### src/rtl/tcp_rx_app_pkg.sv
// Shared field offsets, FSM state type and defaults for the TCP receive-side application.
// The optional TCP_RX_CHECK_EN build adds per-chunk byte and session checking.
package network_types;

  localparam int NOTIF_W            = 88;
  localparam int NOTIF_SESSION_LSB  = 0;
  localparam int NOTIF_LENGTH_LSB   = 16;
  localparam int NOTIF_IP_LSB       = 32;
  localparam int NOTIF_PORT_LSB     = 64;
  localparam int NOTIF_CLOSED_BIT   = 80;

  localparam int READ_PKG_W           = 32;
  localparam int READ_PKG_SESSION_LSB = 0;
  localparam int READ_PKG_LENGTH_LSB  = 16;

  localparam int META_W              = 16;
  localparam int DEFAULT_MAX_REQ_LEN = 1024;
  localparam int POPCNT_W            = 7;

  typedef enum logic [1:0] {
    ST_IDLE = 2'd0,
    ST_REQ  = 2'd1,
    ST_META = 2'd2,
    ST_DATA = 2'd3
  } tcp_rx_state_t;

  function automatic logic [15:0] chunk_len(input logic [15:0] remaining,
                                            input logic [15:0] max_len);
    return (remaining > max_len) ? max_len : remaining;
  endfunction

endpackage

### src/rtl/tcp_rx_app_if.sv
// Stream bundle between network_stack and the receive application.
// slave = application side, master = stack side.
interface tcp_rx_app_if
  import network_types::*;
#(
  parameter int DATA_WIDTH = 512
);
  logic                      s_axis_notif_valid;
  logic                      s_axis_notif_ready;
  logic [NOTIF_W-1:0]        s_axis_notif_data;

  logic                      m_axis_read_pkg_valid;
  logic                      m_axis_read_pkg_ready;
  logic [READ_PKG_W-1:0]     m_axis_read_pkg_data;

  logic                      s_axis_rx_meta_valid;
  logic                      s_axis_rx_meta_ready;
  logic [META_W-1:0]         s_axis_rx_meta_data;

  logic                      s_axis_rx_data_valid;
  logic                      s_axis_rx_data_ready;
  logic                      s_axis_rx_data_last;
  logic [DATA_WIDTH-1:0]     s_axis_rx_data_data;
  logic [DATA_WIDTH/8-1:0]   s_axis_rx_data_keep;

  modport slave (
    input  s_axis_notif_valid, s_axis_notif_data,
    output s_axis_notif_ready,
    output m_axis_read_pkg_valid, m_axis_read_pkg_data,
    input  m_axis_read_pkg_ready,
    input  s_axis_rx_meta_valid, s_axis_rx_meta_data,
    output s_axis_rx_meta_ready,
    input  s_axis_rx_data_valid, s_axis_rx_data_last, s_axis_rx_data_data, s_axis_rx_data_keep,
    output s_axis_rx_data_ready
  );

  modport master (
    output s_axis_notif_valid, s_axis_notif_data,
    input  s_axis_notif_ready,
    input  m_axis_read_pkg_valid, m_axis_read_pkg_data,
    output m_axis_read_pkg_ready,
    output s_axis_rx_meta_valid, s_axis_rx_meta_data,
    input  s_axis_rx_meta_ready,
    output s_axis_rx_data_valid, s_axis_rx_data_last, s_axis_rx_data_data, s_axis_rx_data_keep,
    input  s_axis_rx_data_ready
  );
endinterface

### src/rtl/tcp_rx_app_keep_popcount.sv
// Counts set keep bits of one rx data beat; the consumer registers the result.
module keep_popcount #(
  parameter int KEEP_W = 64,
  parameter int CNT_W  = 7
) (
  input  logic [KEEP_W-1:0] keep,
  output logic [CNT_W-1:0]  count
);
  always_comb begin
    count = '0;
    for (int i = 0; i < KEEP_W; i++) count = count + CNT_W'(keep[i]);
  end
endmodule

### src/rtl/tcp_rx_app.sv
// Receive-side application: turns notifications into chunked read requests and drains data.
// Define TCP_RX_CHECK_EN to enable chunk length and meta session checking (err_cnt).
module tcp_rx_app
  import network_types::*;
#(
  parameter int MAX_REQ_LEN = DEFAULT_MAX_REQ_LEN,
  parameter int DATA_WIDTH  = 512
) (
  input  logic        aclk,
  input  logic        aresetn,
  tcp_rx_app_if.slave axis,
  output logic [63:0] rx_byte_cnt,
  output logic [31:0] rx_req_cnt,
  output logic [63:0] rx_cycles,
  output logic [31:0] close_cnt,
  output logic [31:0] err_cnt
);
  localparam int          KEEP_W  = DATA_WIDTH / 8;
  localparam logic [15:0] MAX_LEN = 16'(MAX_REQ_LEN);

  tcp_rx_state_t state_reg, state_next;
  logic notif_ready_reg, notif_ready_next;
  logic req_valid_reg, req_valid_next;
  logic meta_ready_reg, meta_ready_next;
  logic data_ready_reg, data_ready_next;
  logic [READ_PKG_W-1:0] req_data_reg, req_data_next;

  logic [15:0] session_reg, remaining_reg;
  logic        started_reg;
  logic [63:0] rx_byte_cnt_reg, rx_cycles_reg;
  logic [31:0] rx_req_cnt_reg, close_cnt_reg;
  logic [POPCNT_W-1:0] keep_cnt;

  logic [15:0] notif_session, notif_length, req_len;
  logic        notif_empty, notif_hs, start_hs, req_hs, meta_hs, data_hs, last_hs;

  assign notif_session = axis.s_axis_notif_data[NOTIF_SESSION_LSB +: 16];
  assign notif_length  = axis.s_axis_notif_data[NOTIF_LENGTH_LSB +: 16];
  assign notif_empty   = axis.s_axis_notif_data[NOTIF_CLOSED_BIT] || (notif_length == '0);
  assign req_len       = req_data_reg[READ_PKG_LENGTH_LSB +: 16];

  assign notif_hs = axis.s_axis_notif_valid && notif_ready_reg;
  assign start_hs = notif_hs && !notif_empty;
  assign req_hs   = req_valid_reg && axis.m_axis_read_pkg_ready;
  assign meta_hs  = axis.s_axis_rx_meta_valid && meta_ready_reg;
  assign data_hs  = axis.s_axis_rx_data_valid && data_ready_reg;
  assign last_hs  = data_hs && axis.s_axis_rx_data_last;

  keep_popcount #(.KEEP_W(KEEP_W), .CNT_W(POPCNT_W)) u_keep_popcount (
    .keep  (axis.s_axis_rx_data_keep),
    .count (keep_cnt)
  );

  // State register together with the Moore outputs registered from the next state.
  always_ff @(posedge aclk or negedge aresetn) begin
    if (!aresetn) begin
      state_reg       <= ST_IDLE;
      notif_ready_reg <= 1'b0;
      req_valid_reg   <= 1'b0;
      meta_ready_reg  <= 1'b0;
      data_ready_reg  <= 1'b0;
      req_data_reg    <= '0;
    end else begin
      state_reg       <= state_next;
      notif_ready_reg <= notif_ready_next;
      req_valid_reg   <= req_valid_next;
      meta_ready_reg  <= meta_ready_next;
      data_ready_reg  <= data_ready_next;
      req_data_reg    <= req_data_next;
    end
  end

  always_comb begin
    state_next = state_reg;
    case (state_reg)
      ST_IDLE: if (start_hs) state_next = ST_REQ;
      ST_REQ:  if (req_hs)   state_next = ST_META;
      ST_META: if (meta_hs)  state_next = ST_DATA;
      ST_DATA: if (last_hs)  state_next = (remaining_reg == '0) ? ST_IDLE : ST_REQ;
      default: state_next = ST_IDLE;
    endcase
  end

  // The request word is loaded once on REQ entry so it stays stable under backpressure.
  always_comb begin
    notif_ready_next = (state_next == ST_IDLE);
    req_valid_next   = (state_next == ST_REQ);
    meta_ready_next  = (state_next == ST_META);
    data_ready_next  = (state_next == ST_DATA);
    req_data_next    = req_data_reg;
    if (state_next == ST_REQ && state_reg != ST_REQ) begin
      if (state_reg == ST_IDLE)
        req_data_next = {chunk_len(notif_length, MAX_LEN), notif_session};
      else
        req_data_next = {chunk_len(remaining_reg, MAX_LEN), session_reg};
    end
  end

  always_ff @(posedge aclk or negedge aresetn) begin
    if (!aresetn) begin
      session_reg     <= '0;
      remaining_reg   <= '0;
      started_reg     <= 1'b0;
      rx_byte_cnt_reg <= '0;
      rx_req_cnt_reg  <= '0;
      rx_cycles_reg   <= '0;
      close_cnt_reg   <= '0;
    end else begin
      if (notif_hs && notif_empty) close_cnt_reg <= close_cnt_reg + 32'd1;
      if (start_hs) begin
        session_reg   <= notif_session;
        remaining_reg <= notif_length;
        started_reg   <= 1'b1;
      end
      if (req_hs) begin
        remaining_reg  <= remaining_reg - req_len;
        rx_req_cnt_reg <= rx_req_cnt_reg + 32'd1;
      end
      if (data_hs) rx_byte_cnt_reg <= rx_byte_cnt_reg + 64'(keep_cnt);
      if ((started_reg || start_hs) && rx_cycles_reg != '1)
        rx_cycles_reg <= rx_cycles_reg + 64'd1;
    end
  end

`ifdef TCP_RX_CHECK_EN
  logic [15:0] chunk_bytes_reg, expected_reg, chunk_total;
  logic [31:0] err_cnt_reg;

  assign chunk_total = chunk_bytes_reg + 16'(keep_cnt);

  always_ff @(posedge aclk or negedge aresetn) begin
    if (!aresetn) begin
      chunk_bytes_reg <= '0;
      expected_reg    <= '0;
      err_cnt_reg     <= '0;
    end else begin
      if (req_hs) begin
        expected_reg    <= req_len;
        chunk_bytes_reg <= '0;
      end else if (data_hs) begin
        chunk_bytes_reg <= axis.s_axis_rx_data_last ? 16'd0 : chunk_total;
      end
      if (meta_hs && axis.s_axis_rx_meta_data != session_reg)
        err_cnt_reg <= err_cnt_reg + 32'd1;
      else if (last_hs && chunk_total != expected_reg)
        err_cnt_reg <= err_cnt_reg + 32'd1;
    end
  end

  assign err_cnt = err_cnt_reg;
`else
  assign err_cnt = '0;
`endif

  assign axis.s_axis_notif_ready    = notif_ready_reg;
  assign axis.m_axis_read_pkg_valid = req_valid_reg;
  assign axis.m_axis_read_pkg_data  = req_data_reg;
  assign axis.s_axis_rx_meta_ready  = meta_ready_reg;
  assign axis.s_axis_rx_data_ready  = data_ready_reg;

  assign rx_byte_cnt = rx_byte_cnt_reg;
  assign rx_req_cnt  = rx_req_cnt_reg;
  assign rx_cycles   = rx_cycles_reg;
  assign close_cnt   = close_cnt_reg;

  // IP, port and payload bytes are not consumed here.
  logic unused_bits;
  assign unused_bits = ^{axis.s_axis_notif_data[NOTIF_W-1:NOTIF_CLOSED_BIT+1],
                         axis.s_axis_notif_data[NOTIF_CLOSED_BIT-1:NOTIF_IP_LSB],
                         axis.s_axis_rx_data_data, axis.s_axis_rx_meta_data};
endmodule

### src/flat_wrapper.sv
// flat-port wrapper written by rule: the top's interface ports become plain ports
module tcp_rx_app_flat import network_types::*;
#(
  parameter int MAX_REQ_LEN = DEFAULT_MAX_REQ_LEN,
  parameter int DATA_WIDTH  = 512
)
  (aclk, aresetn, rx_byte_cnt, rx_req_cnt, rx_cycles, close_cnt, err_cnt, axis_s_axis_notif_valid, axis_s_axis_notif_data, axis_s_axis_notif_ready, axis_m_axis_read_pkg_valid, axis_m_axis_read_pkg_data, axis_m_axis_read_pkg_ready, axis_s_axis_rx_meta_valid, axis_s_axis_rx_meta_data, axis_s_axis_rx_meta_ready, axis_s_axis_rx_data_valid, axis_s_axis_rx_data_last, axis_s_axis_rx_data_data, axis_s_axis_rx_data_keep, axis_s_axis_rx_data_ready);
  tcp_rx_app_if #(.DATA_WIDTH(DATA_WIDTH)) axis_i ();
  input  logic aclk;
  input  logic aresetn;
  output logic [63:0] rx_byte_cnt;
  output logic [31:0] rx_req_cnt;
  output logic [63:0] rx_cycles;
  output logic [31:0] close_cnt;
  output logic [31:0] err_cnt;
  input wire logic [$bits(axis_i.s_axis_notif_valid)-1:0] axis_s_axis_notif_valid;
  input wire logic [$bits(axis_i.s_axis_notif_data)-1:0] axis_s_axis_notif_data;
  output wire logic [$bits(axis_i.s_axis_notif_ready)-1:0] axis_s_axis_notif_ready;
  output wire logic [$bits(axis_i.m_axis_read_pkg_valid)-1:0] axis_m_axis_read_pkg_valid;
  output wire logic [$bits(axis_i.m_axis_read_pkg_data)-1:0] axis_m_axis_read_pkg_data;
  input wire logic [$bits(axis_i.m_axis_read_pkg_ready)-1:0] axis_m_axis_read_pkg_ready;
  input wire logic [$bits(axis_i.s_axis_rx_meta_valid)-1:0] axis_s_axis_rx_meta_valid;
  input wire logic [$bits(axis_i.s_axis_rx_meta_data)-1:0] axis_s_axis_rx_meta_data;
  output wire logic [$bits(axis_i.s_axis_rx_meta_ready)-1:0] axis_s_axis_rx_meta_ready;
  input wire logic [$bits(axis_i.s_axis_rx_data_valid)-1:0] axis_s_axis_rx_data_valid;
  input wire logic [$bits(axis_i.s_axis_rx_data_last)-1:0] axis_s_axis_rx_data_last;
  input wire logic [$bits(axis_i.s_axis_rx_data_data)-1:0] axis_s_axis_rx_data_data;
  input wire logic [$bits(axis_i.s_axis_rx_data_keep)-1:0] axis_s_axis_rx_data_keep;
  output wire logic [$bits(axis_i.s_axis_rx_data_ready)-1:0] axis_s_axis_rx_data_ready;
  assign axis_i.s_axis_notif_valid = axis_s_axis_notif_valid;
  assign axis_i.s_axis_notif_data = axis_s_axis_notif_data;
  assign axis_s_axis_notif_ready = axis_i.s_axis_notif_ready;
  assign axis_m_axis_read_pkg_valid = axis_i.m_axis_read_pkg_valid;
  assign axis_m_axis_read_pkg_data = axis_i.m_axis_read_pkg_data;
  assign axis_i.m_axis_read_pkg_ready = axis_m_axis_read_pkg_ready;
  assign axis_i.s_axis_rx_meta_valid = axis_s_axis_rx_meta_valid;
  assign axis_i.s_axis_rx_meta_data = axis_s_axis_rx_meta_data;
  assign axis_s_axis_rx_meta_ready = axis_i.s_axis_rx_meta_ready;
  assign axis_i.s_axis_rx_data_valid = axis_s_axis_rx_data_valid;
  assign axis_i.s_axis_rx_data_last = axis_s_axis_rx_data_last;
  assign axis_i.s_axis_rx_data_data = axis_s_axis_rx_data_data;
  assign axis_i.s_axis_rx_data_keep = axis_s_axis_rx_data_keep;
  assign axis_s_axis_rx_data_ready = axis_i.s_axis_rx_data_ready;
  tcp_rx_app #(.MAX_REQ_LEN(MAX_REQ_LEN), .DATA_WIDTH(DATA_WIDTH)) u_core (.aclk(aclk), .aresetn(aresetn), .axis(axis_i), .rx_byte_cnt(rx_byte_cnt), .rx_req_cnt(rx_req_cnt), .rx_cycles(rx_cycles), .close_cnt(close_cnt), .err_cnt(err_cnt));
endmodule
### config.mk
export PLATFORM = sky130hd
export DESIGN_NAME = tcp_rx_app_flat
export DESIGN_NICKNAME = d
export VERILOG_FILES = /design/src/rtl/tcp_rx_app_pkg.sv /design/src/rtl/tcp_rx_app_if.sv /design/src/rtl/tcp_rx_app_keep_popcount.sv /design/src/rtl/tcp_rx_app.sv /design/src/flat_wrapper.sv
export SDC_FILE = /design/constraint.sdc
export NUM_CORES = 1
export LEC_CHECK = 0
export CAP_MARGIN = 20
export CORE_AREA = 8 8 361 363
export CTS_CLUSTER_DIAMETER = 120
export CTS_CLUSTER_SIZE = 30
export DETAILED_ROUTE_END_ITERATION = 6
export DIE_AREA = 0 0 369 371
export GPL_TIMING_DRIVEN = 0
export PLACE_DENSITY = 0.4
export SLEW_MARGIN = 15
export SYNTH_ARGS = -nofsm -noshare
export SYNTH_HDL_FRONTEND = slang
export SYNTH_SLANG_ARGS = --single-unit
### constraint.sdc
create_clock -name aclk -period 7.11 [get_ports aclk]
set_input_delay 1.422 -clock aclk [delete_from_list [all_inputs] [get_ports aclk]]
set_output_delay 1.422 -clock aclk [all_outputs]
set_load 0.01 [all_outputs]
* After elaboration in Yosys (flattened, before gate mapping)
Index checks and enable logic that the tools add are counted.
** Word-level totals
- Register bits after elaboration :: 263
- Input bits :: 687
- Output and inout bits :: 260
** Operators by class
- Muxes and demuxes :: 11
- $lt $le $gt $ge :: 2
- Equality and inequality tests :: 8
- Add/subtract/negate cells :: 68
- Reductions and logical operators :: 17
** Operators by type and width (number)
- 7-bit by 1-bit adder with 7-bit output :: 57
- 32-bit by 1-bit adder with 32-bit output, second input constant :: 2
- 64-bit by 1-bit adder with 64-bit output, second input constant :: 1
- 64-bit by 7-bit adder with 64-bit output :: 1
- 16-bit 2-to-1 mux :: 4
- 64-bit inequality test, second input constant :: 1
- 16-bit by 11-bit > comparator with 1-bit output, second input constant :: 2
- 16-bit zero test :: 2
- 32-bit 2-to-1 mux :: 1
- 16-bit subtractor :: 1
- 1-bit logical AND :: 9
- 2-bit equality test, second input constant :: 4
- 2-bit 2-to-1 mux :: 4
- 2-bit one-hot mux with 4 select lines :: 1
- 6-bit by 1-bit adder with 7-bit output :: 1
- 5-bit by 1-bit adder with 6-bit output :: 1
- 4-bit by 1-bit adder with 5-bit output :: 1
- 3-bit by 1-bit adder with 4-bit output :: 1
- 2-bit by 1-bit equality test with 1-bit output, second input constant :: 2
- 2-bit zero test :: 2
- 2-bit by 1-bit adder with 3-bit output :: 1
- 1-bit by 1-bit adder with 2-bit output :: 1
- 1-bit logical OR :: 2
- 2-bit by 1-bit inequality test with 1-bit output, second input constant :: 1
- 3 further kinds :: 3

* Longest topological paths before layout
- Depth after elaboration :: 64
- Mapped depth :: 22
- Mapped depth without buffers :: 21

* Cells and area by module
A second synthesis with hierarchy kept.
** Unflattened totals
- Cell total of the unflattened synthesis :: 1372
- Area total of the unflattened synthesis :: 14428.8 um^2
** By module, submodules not included
- tcp_rx_app :: seq. area each 6581.3 um^2, area each 12705.9 um^2, times used 1, cells each 1200
- keep_popcount :: seq. area each 0.0 um^2, area each 1722.9 um^2, times used 1, cells each 172

* Worst setup path after synthesis
No wires, ideal clock.
- Path kind :: in2reg
- From :: input axis_s_axis_rx_data_keep[35]
- To :: register u_core.rx_byte_cnt_reg[40], in the netlist u_core.rx_byte_cnt[40]
- Stages :: 22
- Slack :: -0.440 ns
- Arrival :: 7.419 ns
- Setup time :: 0.132 ns
- Data required time :: 6.978 ns
- Cell sequence :: inv_1 > fa_1 > inv_1 > fa_1 > fa_1 > inv_1 > fa_1 > inv_1 > fa_1 > fa_1 > fa_1 > inv_1 > fa_1 > inv_1 > ha_1 > nor2b_1 > o31a_1 > o31a_1 > o21ai_0 > clkbuf_1 > nor3_1 > xor2_1
** Between the ends
- Longest elaborated chain between the ends :: 30
** RTL lines
- start, declared :: line flat_wrapper.sv:28 : input wire logic [$bits(axis_i.s_axis_rx_data_keep)-1:0] axis_s_axis_rx_data_keep;
- 7-bit by 1-bit adder with 7-bit output (29 in a row) :: line tcp_rx_app_keep_popcount.sv:11 : for (int i = 0; i < KEEP_W; i++) count = count + CNT_W'(keep[i]);
- 64-bit by 7-bit adder with 64-bit output :: line tcp_rx_app.sv:119 : if (data_hs) rx_byte_cnt_reg <= rx_byte_cnt_reg + 64'(keep_cnt);
- end signal, assigned :: line tcp_rx_app.sv:119
- end, declared :: line tcp_rx_app.sv:30 : logic [63:0] rx_byte_cnt_reg, rx_cycles_reg;
Every way passes these cells.
A chain may end at the register's enable or synchronous reset.

* Worst setup path in the final report
- From :: input axis_s_axis_rx_data_keep[0]
- To :: register u_core.rx_byte_cnt_reg[16], in the netlist u_core.rx_byte_cnt[16]
** Between the ends
- Longest elaborated chain between the ends :: 64
** RTL lines (line)
- 1-bit by 1-bit adder with 2-bit output :: tcp_rx_app_keep_popcount.sv:11
- 2-bit by 1-bit adder with 3-bit output :: tcp_rx_app_keep_popcount.sv:11
- 3-bit by 1-bit adder with 4-bit output :: tcp_rx_app_keep_popcount.sv:11
- 4-bit by 1-bit adder with 5-bit output :: tcp_rx_app_keep_popcount.sv:11
- 5-bit by 1-bit adder with 6-bit output :: tcp_rx_app_keep_popcount.sv:11
- 6-bit by 1-bit adder with 7-bit output :: tcp_rx_app_keep_popcount.sv:11
- 7-bit by 1-bit adder with 7-bit output (57 in a row) :: tcp_rx_app_keep_popcount.sv:11
- 64-bit by 7-bit adder with 64-bit output :: tcp_rx_app.sv:119
Every way passes these cells.

==> summary.txt <==
Final layout
  • Fraction of layout cells with a size suffix above 1: 12.8%
  • P&R area growth vs syn: 44.5%
  • Final net count: 2601
  • Design Area, Final: 21500 um2

Worst setup path
  • Cells along the critical path: buf_6 > fa_2 > inv_2 > fa_2 > fa_2 > fa_2 > fa_2 > fa_1 > fa_1 > fa_1 > fa_2 > fa_2 > nor2b_4 > o31a_1 > o31a_4 > o21ai_4 > buf_8 > nor3_2 > xor2_1
  • Max FO, Critical Path: 5
  • Crit path max-delay family: adder cells
  • Arr. time, crit path: 7670 ps
  • CP required: 7540 ps
  • CP startpoint: axis_s_axis_rx_data_keep[0]
  • Largest stage delay on the critical path: 650 ps
  • Crit-path slowest cell: fa_2
  • Most used cell, CP: fa_2
  • Startpoint types: input port
  • R2R Path Start: u_core.rx_byte_cnt[0]
  • Setup CP Type: input port to flip-flop
  • Worst Path Buf+Inv: 3
  • Critical path endpoint category: flip-flop

Synthesis
  • Top post-synthesis cells by area: dfrtp_1, fa_1, xnor2_1
  • Post-synth EDFFs: 0
  • #FFs+latches synth: 263
  • Synth top area share: 44.2%
  • Post-synthesis sequential area ratio: 44.2%
  • Syn avg cell area: 10.5 um2
  • Post-Syn Instances: 1411
  • Synth Flop Type: dfrtp_1
  • FFs w/ async S/R, synth: 100%
  • Distinct cells, synth: 70
  • Leading area contributor after synthesis: dfrtp_1
  • Mapped Area: 14900 um2
  • Synth Warn #: 0

Min path
  • Hold Startpoint: u_core.rx_req_cnt[31]
  • Worst Hold Class: flip-flop to flip-flop

Clock network
  • Clock transition at path regs: 120 ps
  • Longest Clk Path Bufs: 3
  • Clock Sinks: 263
  • Worst skew pair latency: 560 ps
  • H-Tree Level Count: 1
  • CTS Hold Bufs: 0
  • Clk Tree Root Cell: clkbuf_16
  • CTS tree: yes
  • CTS Buf Count: 15

Die
  • Boundary Pins: 947
  • Die area: 137000 um2
  • CORE AREA: 125000 um2
  • Die height: 371 um
  • Chip Width: 369 um
  • Rows: 130
  • Initial core utilization: 11.9%

Outcome
  • Failing checks: setup timing
  • Status: complete, but fails checks

Routing
  • Routed vias/inst: 3.35
  • Vias: 11700
  • DRT Pass-1 Iters: 4
  • DR WL/cell: 16.7 um
  • WL final: 58.2 mm
  • DRC viols: 0
  • Antenna Nets Post-Route: 0
  • Initial DRC count: 596

STA
  • Peak Freq: 0.138 GHz
  • Worst slew pin tran: 940 ps
  • Setup TNS: -2490 ps
  • Final setup vio count: 37
  • Skew final: 51.6 ps
  • Tcrit/Tclk final: 102%
  • Post-layout min period: 7240 ps
  • Hold WS: 474 ps
  • RSZ-0062 raised after global routing: yes
  • Max-slew headroom: 37.3%
  • Final WS setup: -127 ps
  • Final Hold Vio Count: 0
  • Max Slew Vio Count: 0

Place
  • IO buf count: 331
  • GPL Wtd Cong: 0.748
  • Dpl hpwl: 46.8 mm
  • Area post-placement: 20600 um2

Pwr
  • Switching Share: 43.8%
  • Pwr dens: 504 nW/um2
  • Final total power: 10.8 mW
  • Clock share of power: 10.2%
  • Seq pwr share: 18.6%
  • Pint: 6.09 mW
  • Maximum VDD drop: 1160 uV
  • Comb power frac: 71.2%
  • Leakage: 8.98 nW
  • P_sw: 4.75 mW

GRT
  • Vias in the first global route: 12300
  • First-pass GRT wire length: 85.2 mm
  • Largest net degree at the start of global routing: 79
  • Grt ovf: 0
  • Initial antenna violation count: 25
  • Gr usage total: 8.16%

Flow run
  • # Max-Cap Violations: 0
## worst register-to-register path, delay by kind of cell (launching register included)
family | cells | cell delay [ps]
and+or+nand+nor | 2 | 110
DFF | 1 | 450
xor gates and xnor gates | 1 | 150
AOI/OAI and AO/OA | 3 | 1010
buffers and inverters | 2 | 280
adders and majority gates | 9 | 3930
## layout make-up
| class | instances | area (um2) |
|---|---|---|
| diodes | 13 | 32.5 |
| plain buffers | 59 | 375 |
| clock buffers | 16 | 389 |
| clock inverters | 8 | 150 |
| fillers | 13900 | 103000 |
| inverters | 119 | 447 |
| multi-input cells | 1001 | 7940 |
| flip-flops and latches | 263 | 6580 |
| well taps | 1650 | 2060 |
| repair buffers | 353 | 3520 |
## power by group through the flow
stage	combinational (mW)	clock (mW)	sequential, mW
final	7.72	1.11	2.02
after global routing	8.66	1.22	2.07
after CTS	6.94	1.18	2.03
after detailed placement	6.37	0	2.05
after global placement	6.38	0	2.06
after floorplan	4.44	0	2.06
## per-layer routing
metal	share of wire (%)	track usage (%)	wire, um
met1	44	10.5	25300
met2	44	12.3	25700
met3	10	3.95	5840
met4	2.1	1.84	1250
met5	0.084	0	49
## synth_stat cells (all sizes together) (12+ instances only)
cell	n
dfrtp	263
nand4	50
mux2	23
o21a	12
xor2	61
nand2	103
nand3	71
and4	13
clkbuf	18
a211oi	13
inv	119
o21ai	31
a21oi	43
xnor2	127
fa	57
and3	39
nor3	24
and2	12
nor4	26
ha	45
mux2i	26
nor2	95
buf	41
## per-stage QoR
step	setup WS, ps	util [%]	cells
after CTS	-137	17.0	3458
after global placement	-8690	16.4	3423
after detailed placement	-1530	16.5	3426
final	-127	17.3	3482
after global routing	-257	17.2	3470
after floorplan	-186	-	1442
## kinds of logic after synthesis
| logic type | count (synthesis) | share of synthesized area, % |
|---|---|---|
| buf+inv | 178 | 5.39 |
| compound gates | 153 | 6.89 |
| mux | 49 | 3.49 |
| other cells | 1 | 0.0252 |
| flops | 263 | 44.2 |
| simple gates | 477 | 17.4 |
| fa+ha+maj | 102 | 11.4 |
| xor+xnor | 188 | 11.1 |
## final timing paths
check / cells past startpoint / slack, ps / end
hold / removal: 1 / 470 / u_core.rx_req_cnt[31]
max in group asynchronous: 3 / 5050 / u_core.rx_byte_cnt[48]
hold reg to reg: 1 / 470 / u_core.rx_req_cnt[31]
min in group asynchronous: 1 / 800 / u_core.rx_cycles[11]
setup / recovery: 19 / -130 / u_core.rx_byte_cnt[16]
setup reg to reg: 17 / 1080 / u_core.rx_byte_cnt[16]
## timing repair
action                     in CTS  in global routing
setup buffers                   7                 10
setup endpoints to repair      59                 59
pin swaps                      56                 54
resized for setup             117                 59
cloned                          1                  1
## cell usage in the layout, fill, tap and decap left out, drive strengths merged, types with 26 or more instances in the layout
cell             n
clkbuf          36
and3            39
a21oi           43
fa              57
nand4           50
dfrtp          263
mux2i           26
conb            32
nor2            95
nand3           71
inv            123
o21ai           31
nor4            26
buf             81
xnor2          127
xor2            61
clkdlybuf4s50  297
ha              45
nand2          103
No activity file was read; power rests on OpenSTA's default activity.
